$ cat src/rtl/game_fsm.sv
// game_fsm: match controller sequencing idle, countdown, fight and result with health and seconds tracking
module game_fsm #(
  parameter int TICK_DIV      = 50000000,
  parameter int COUNTDOWN_SEC = 3,
  parameter int FIGHT_SEC     = 99,
  parameter int MAX_HEALTH    = 3
) (
  input  logic       clk,
  input  logic       rst,
  input  logic       start,
  input  logic       p1_hit,
  input  logic       p2_hit,
  output logic [2:0] game_state,
  output logic [2:0] p1_health,
  output logic [2:0] p2_health,
  output logic [6:0] sec_left,
  output logic       sec_tick
);
  typedef enum logic [2:0] {IDLE, COUNTDOWN, FIGHT, P1_WIN, P2_WIN, EQ} state_t;
  localparam int PW = (TICK_DIV > 2) ? $clog2(TICK_DIV) : 1;
  localparam logic [PW-1:0] PSC_MAX = PW'(TICK_DIV - 1);
  localparam logic [2:0] HMAX = 3'(MAX_HEALTH);
  localparam logic [6:0] CD_SEC = 7'(COUNTDOWN_SEC);
  localparam logic [6:0] FT_SEC = 7'(FIGHT_SEC);
  state_t st_q, st_d;
  logic [2:0] p1_q, p1_d, p2_q, p2_d;
  logic [6:0] sec_q, sec_d;
  logic [PW-1:0] psc_q, psc_d;
  logic start_q, tick_q, tick, start_edge;
  always_comb begin
    start_edge = start & ~start_q;
    tick = psc_q == PSC_MAX;
    st_d = st_q;
    p1_d = p1_q;
    p2_d = p2_q;
    sec_d = sec_q;
    case (st_q)
      IDLE: begin
        p1_d = HMAX;
        p2_d = HMAX;
        st_d = start_edge ? COUNTDOWN : IDLE;
        sec_d = start_edge ? CD_SEC : 7'd0;
      end
      COUNTDOWN: begin
        if (tick && sec_q == 7'd1) begin
          st_d = FIGHT;
          sec_d = FT_SEC;
          p1_d = HMAX;
          p2_d = HMAX;
        end else if (tick) sec_d = sec_q - 7'd1;
      end
      FIGHT: begin
        p2_d = (p1_hit && p2_q != 3'd0) ? p2_q - 3'd1 : p2_q;
        p1_d = (p2_hit && p1_q != 3'd0) ? p1_q - 3'd1 : p1_q;
        if (p1_d == 3'd0 || p2_d == 3'd0) begin
          st_d = (p1_d == p2_d) ? EQ : (p2_d == 3'd0) ? P1_WIN : P2_WIN;
          sec_d = 7'd0;
        end else if (tick && sec_q == 7'd1) begin
          st_d = (p1_d > p2_d) ? P1_WIN : (p1_d < p2_d) ? P2_WIN : EQ;
          sec_d = 7'd0;
        end else if (tick) sec_d = sec_q - 7'd1;
      end
      P1_WIN, P2_WIN, EQ: begin
        sec_d = 7'd0;
        if (start_edge) begin
          st_d = IDLE;
          p1_d = HMAX;
          p2_d = HMAX;
        end
      end
      default: begin
        st_d = IDLE;
        sec_d = 7'd0;
        p1_d = HMAX;
        p2_d = HMAX;
      end
    endcase
    psc_d = (st_d != st_q || tick) ? '0 : psc_q + 1'b1;
  end
  always_ff @(posedge clk) begin
    if (rst) begin
      st_q <= IDLE;
      p1_q <= HMAX;
      p2_q <= HMAX;
      sec_q <= 7'd0;
      psc_q <= '0;
      tick_q <= 1'b0;
      start_q <= 1'b1;
    end else begin
      st_q <= st_d;
      p1_q <= p1_d;
      p2_q <= p2_d;
      sec_q <= sec_d;
      psc_q <= psc_d;
      tick_q <= tick;
      start_q <= start;
    end
  end
  assign game_state = st_q;
  assign p1_health = p1_q;
  assign p2_health = p2_q;
  assign sec_left = sec_q;
  assign sec_tick = tick_q;
endmodule

$ cat config.mk
export PLATFORM = sky130hd
export DESIGN_NAME = game_fsm
export DESIGN_NICKNAME = d
export VERILOG_FILES = /design/src/rtl/game_fsm.sv
export SDC_FILE = /design/constraint.sdc
export NUM_CORES = 1
export LEC_CHECK = 0
export ABC_AREA = 1
export CAP_MARGIN = 20
export CORE_ASPECT_RATIO = 0.9
export CORE_MARGIN = 3
export CORE_UTILIZATION = 55
export DETAILED_ROUTE_END_ITERATION = 8
export PLACE_DENSITY_LB_ADDON = 0.15
export SKIP_CTS_REPAIR_TIMING = 1
export SYNTH_ARGS = -nofsm -noshare
export SYNTH_HDL_FRONTEND = slang
export SYNTH_SLANG_ARGS = --single-unit
$ cat constraint.sdc
create_clock -name clk -period 3.2 [get_ports clk]
set_clock_uncertainty 0.05 [all_clocks]
set_input_delay 0.48 -clock clk [delete_from_list [all_inputs] [get_ports clk]]
set_output_delay 0.48 -clock clk [all_outputs]
set_load 0.01 [all_outputs]
Word-level counts from Yosys, hierarchy flattened
Index checks and enable logic that the tools add are counted.

Output and inout bits: 17. Logic and storage cells: 61. Input bits: 5. Register bits: 44.

Bitwise operators: 2. $lt $le $gt $ge: 2. Add/sub/neg operators: 4. Equality and inequality tests: 11. Mux-type cells: 22. Reduce and logical (&&, ||, !) cells: 13.

Operators with widths (count): $mux W3 (11); $mux W7 (4); $add A26 B1 Y26 const B (1); $eq A26 B26 Y1 const B (1); $pmux W7 S3 (1); $pmux W3 S3 (2); $pmux W3 S4 (1); $logic_not A3 Y1 (3); $eq A7 B1 Y1 const B (1); $sub A7 B1 Y7 const B (1); $eq A3 B2 Y1 const B (2); $eq A3 B3 Y1 const B (2); $reduce_bool A3 Y1 (2); $sub A3 B1 Y3 const B (2); $ne A2 B2 Y1 const B (2); $eq A3 B1 Y1 const B (1); $eq A3 B3 Y1 (1); $gt A3 B3 Y1 (1); $logic_and A1 B1 Y1 (3); $lt A3 B3 Y1 (1); $ne A3 B3 Y1 (1); $reduce_or A3 Y1 (1); $logic_or A1 B1 Y1 (2); $mux W1 (2); 5 further kinds (5).

Longest topological paths before layout
Depth in word-level cells: 12. Gate-level depth with buffers: 20. Mapped depth without buffers: 19.

Worst setup path after synthesis
Ideal clock, no wire load.

Path type: flip-flop to flip-flop. Start point: register p1_q[0], in the netlist p1_health[0]. End point: register psc_q[12]. Library setup time: 0.118 ns. Period minus slack after synthesis: 2.502 ns. Stages on the path, launching flop included: 19. Data arrival time: 2.333 ns. Slack: 0.698 ns. Required time: 3.032 ns. Cell sequence: dfxtp_1 > inv_1 > ha_1 > nand2_2 > nand4_1 > nand2_1 > inv_1 > ha_1 > a21oi_1 > nand2_1 > nand2_1 > nand4_1 > nand2_1 > nand2_1 > nand2_1 > nand3_1 > nand3_4 > buf_6 > nor3_2.

Word-level cells in the longest chain between the ends: 12.

RTL lines: start, declared (RTL line 26) `logic [2:0] p1_q, p1_d, p2_q, p2_d;`; start signal, assigned (RTL line 91) `p1_q <= p1_d;`; parallel branches: the longest is 2 deep, another holds $sub A3 B1 Y3; $mux W3 * (RTL line 54) `p1_d = (p2_hit && p1_q != 3'd0) ? p1_q - 3'd1 : p1_q;`; $lt A3 B3 Y1 (RTL line 59) `st_d = (p1_d > p2_d) ? P1_WIN : (p1_d < p2_d) ? P2_WIN : EQ;`; $mux W1 (RTL line 59); $mux W3 (RTL line 59); $mux W3 (RTL line 58) `end else if (tick && sec_q == 7'd1) begin`; $mux W3 * (RTL line 55) `if (p1_d == 3'd0 || p2_d == 3'd0) begin`; $pmux W3 S4 * (RTL line 37) `case (st_q)`; $ne A3 B3 Y1 * (RTL line 78) `psc_d = (st_d != st_q || tick) ? '0 : psc_q + 1'b1;`; $logic_or A1 B1 Y1 * (RTL line 78); $reduce_or A2 Y1 (no line) *; end signal, assigned (RTL line 94) `psc_q <= psc_d;`; end, declared (RTL line 28) `logic [PW-1:0] psc_q, psc_d;`.

Every way passes the cells marked *. A chain may end at the register's enable or synchronous reset.

Final worst setup path
Start point: register p1_q[0], in the netlist p1_health[0]. End point: register psc_q[17].

The elaborated chain is that of the path after synthesis.

==> run summary <==
Outcome: completed
Diodes inserted: 0
Synthesized netlist cell count: 403
Final TNS setup: 0 ns
Xor and xnor area share after synthesis: 8.036%
Layout cells sized above 1: 16.32%
Clock sink count: 44
Placer Congestion: 0.9441
Worst slew pin tran: 0.7975 ns
Hold Path Depth: 1
Placed cell area: 3216 µm²
Clock Pin Slew Worst Setup and Hold Paths: 0.08 ns
Largest net degree at the start of global routing: 27
Period minus WS final: 2.822 ns
Period utilization: 88.18%
Syn nets: 418
CP endpoint: psc_q[17]
DRT Pass-1 Iters: 4
Slew headroom: 46.16%
Yosys warnings: 0
Leakage power: 1.239 nW
Mapped Area: 2943 µm²
# H-tree levels: 2
Reg2Reg Depth: 18
Routed WL per cell: 12.14 µm
Mean Syn Cell Area: 7.302 µm²
Initial core utilization: 58.68%
Synth Area in Adders: 4.252%
PD cells: 314.4 nW/µm²
Remaining global-route overflow: 0
F_max: 354.4 MHz
CP startpoint kind: flip-flop
Synth-to-layout area growth: 12.33%
Worst Hold Class: reg2reg
# Max-Cap Violations: 0
Largest family of logic cells by synthesized area: simple AND/OR/NAND/NOR gates
Die Ht: 75.40 µm
WL final: 5999 µm
Post-route DRC: 0
Insertion delay to the later sink of the worst-skew pair: 0.29 ns
Worst-path maximum fanout: 8
Total CTS buffers: 5
Maximum VDD drop: 0.0002579 V
Endpoints failing hold: 0
Post-synthesis compound-gate area fraction: 7.015%
Yosys cell types: 33
Crit path launch: p1_health[0]
Post-route ant nets: 0
Via density: 5.148
Post-synthesis register bit count: 44
Slew Limit Fails: 0
R2R Path Start: p1_health[0]
Multi-input combinational cell area: 1753 µm²
CTS tree: yes
Gr usage total: 20.37%
Mux share of post-synthesis cell area: 0%
RSZ-0062 raised after global routing: no
DP Wirelength: 4563 µm
Number of nets in the layout: 443
Vias in the first global route: 2,410
Synth Area in Simple Gates: 40.26%
Die width: 83.11 µm
Sequential fraction of the synthesis area: 29.93%
Via count: 2,543
Crit. End Element: flip-flop
Final setup fails: 0
Arr. time, crit path: 2.94 ns
Die area: 6266 µm²
CTS max path bufs: 2
Initial antenna violation count: 0
CTS root buffer: clkbuf_8
Sequential Area: 880.8 µm²
Global-route wire length before repair: 10,620 µm
Ports: 22
First DRT Iteration DRCs: 191
Cell area after layout: 3306 µm²
Std-Cell Rows: 24
Layout filler cell count: 461
Reg2Reg Setup Slack: 0.38 ns
PortBufs: 21
CP Class: reg2reg
Req. time, crit path: 3.32 ns
Core area: 5015 µm²
Crit Reg-Reg Endpoint: psc_q[17]
-- worst min-delay path by stage --
stage	start	endpoint
finish	psc_q[0]	psc_q[0]
CTS	psc_q[0]	psc_q[0]
detailed placement	psc_q[0]	psc_q[0]
floorplan	psc_q[0]	psc_q[0]
global route	psc_q[0]	psc_q[0]
global placement	psc_q[0]	psc_q[0]
-- logic make-up (layout without fill, tap and decap cells) --
family / Yosys count / in the layout
adders and majority gates: 10 / 10
and+or+nand+nor: 212 / 212
xor gates and xnor gates: 27 / 27
DFF: 44 / 44
buffers and inverters: 74 / 100
AOI/OAI and AO/OA: 36 / 36
-- per-layer routing --
layer  part of all wire [%]  vias to the layer above  track usage, %
li1                       -                     1339               -
met1                     53                     1150           28.29
met2                     42                       47           32.56
met3                    3.6                        7           3.676
met4                    1.4                        0           6.534
met5                      0                        -               0
-- metrics by stage --
| stage | std cells | worst slack (ns) | util [%] | hold WS, ns | power (mW) |
|---|---|---|---|---|---|
| 2_1_floorplan | 403 | 0.6984 | - | 0.3890 | 0.6641 |
| 5_1_grt | 494 | 0.07164 | 65.92 | 0.4541 | 1.091 |
| 6_report | 494 | 0.3783 | 65.92 | 0.4294 | 1.039 |
| 4_1_cts | 494 | 0.3986 | 65.92 | 0.4322 | 1.054 |
| 3_3_place_gp | 486 | 0.1600 | 64.12 | 0.4129 | 0.6908 |
| 3_5_place_dp | 486 | 0.1222 | 64.12 | 0.4137 | 0.6914 |
-- cells in the mapped netlist, drive strengths merged --
cell type,count,area share (%)
nand2,85,13
inv,67,8.5
dfxtp,44,30
nor2,44,7.5
nor3,35,9.7
nand3,32,6.4
xor2,18,5.4
a21oi,17,3.3
nand4,14,3.0
o21ai,12,2.0
ha,10,4.3
xnor2,9,2.7
buf,5,1.7
a31oi,2,0.43
nor3b,2,0.68
o211ai,2,0.51
a22oi,1,0.26
clkbuf,1,0.13
clkinv,1,0.13
o22ai,1,0.21
o311ai,1,0.30
-- worst max-delay path, stage by stage (launching register included) --
cell     delay [ns]
dfxtp_1        0.38
inv_1          0.09
ha_1           0.21
nand2_2        0.10
nand4_1        0.08
nand2_1        0.13
inv_1          0.09
ha_1           0.33
a21oi_1        0.15
nand2_1        0.09
nand2_1        0.08
nand4_1        0.12
nand2_1        0.09
nand2_1        0.05
nand2_1        0.08
nand3_1        0.13
nand3_4        0.20
buf_4          0.20
nor3_2         0.05
-- power by group --
group          switching [mW]  internal [mW]  leakage (nW)  total, mW
registers             0.00637          0.555         0.356      0.561
logic                  0.0783         0.0400         0.838      0.118
clock network           0.184          0.176        0.0455      0.360
-- flip-flops by register name, summed over array words and instances (netlist names) --
signal / count
sec_tick: 1
game_state: 3
start_q: 1
psc_q: 26
p1_health: 3
p2_health: 3
sec_left: 7
-- layout by cell type (no fill, tap or decap) --
master            n
xor2_1           18
inv_2             5
nor3b_1           1
a22oi_1           1
dfxtp_1          44
o211ai_1          2
a21oi_4           1
nand2_2          11
nand3_2           3
nor3_1           13
inv_1            62
clkbuf_1          2
buf_12            1
nand3_4           1
nor2_1           32
buf_4             2
clkdlybuf4s50_1  21
o21ai_0          11
ha_1             10
nor3b_2           1
a21oi_1          16
clkinv_1          1
nand2_4           5
o311ai_0          1
clkbuf_8          6
nand4_1          14
nor3_2           22
nor2_2            7
o22ai_1           1
nand2_1          69
nor2_4            5
o21ai_1           1
a31oi_1           2
xnor2_1           9
nand3_1          28
-- area by class of cell --
cell class	instances	share of cell area, %
Clock buffer	8	2.725
Tap cell	65	2.460
Timing Repair Buffer	24	7.419
Sequential cell	44	26.65
Multi-Input combinational cell	285	53.03
Inverter	68	7.721
Note: power is estimated with default switching activity, not from simulation.
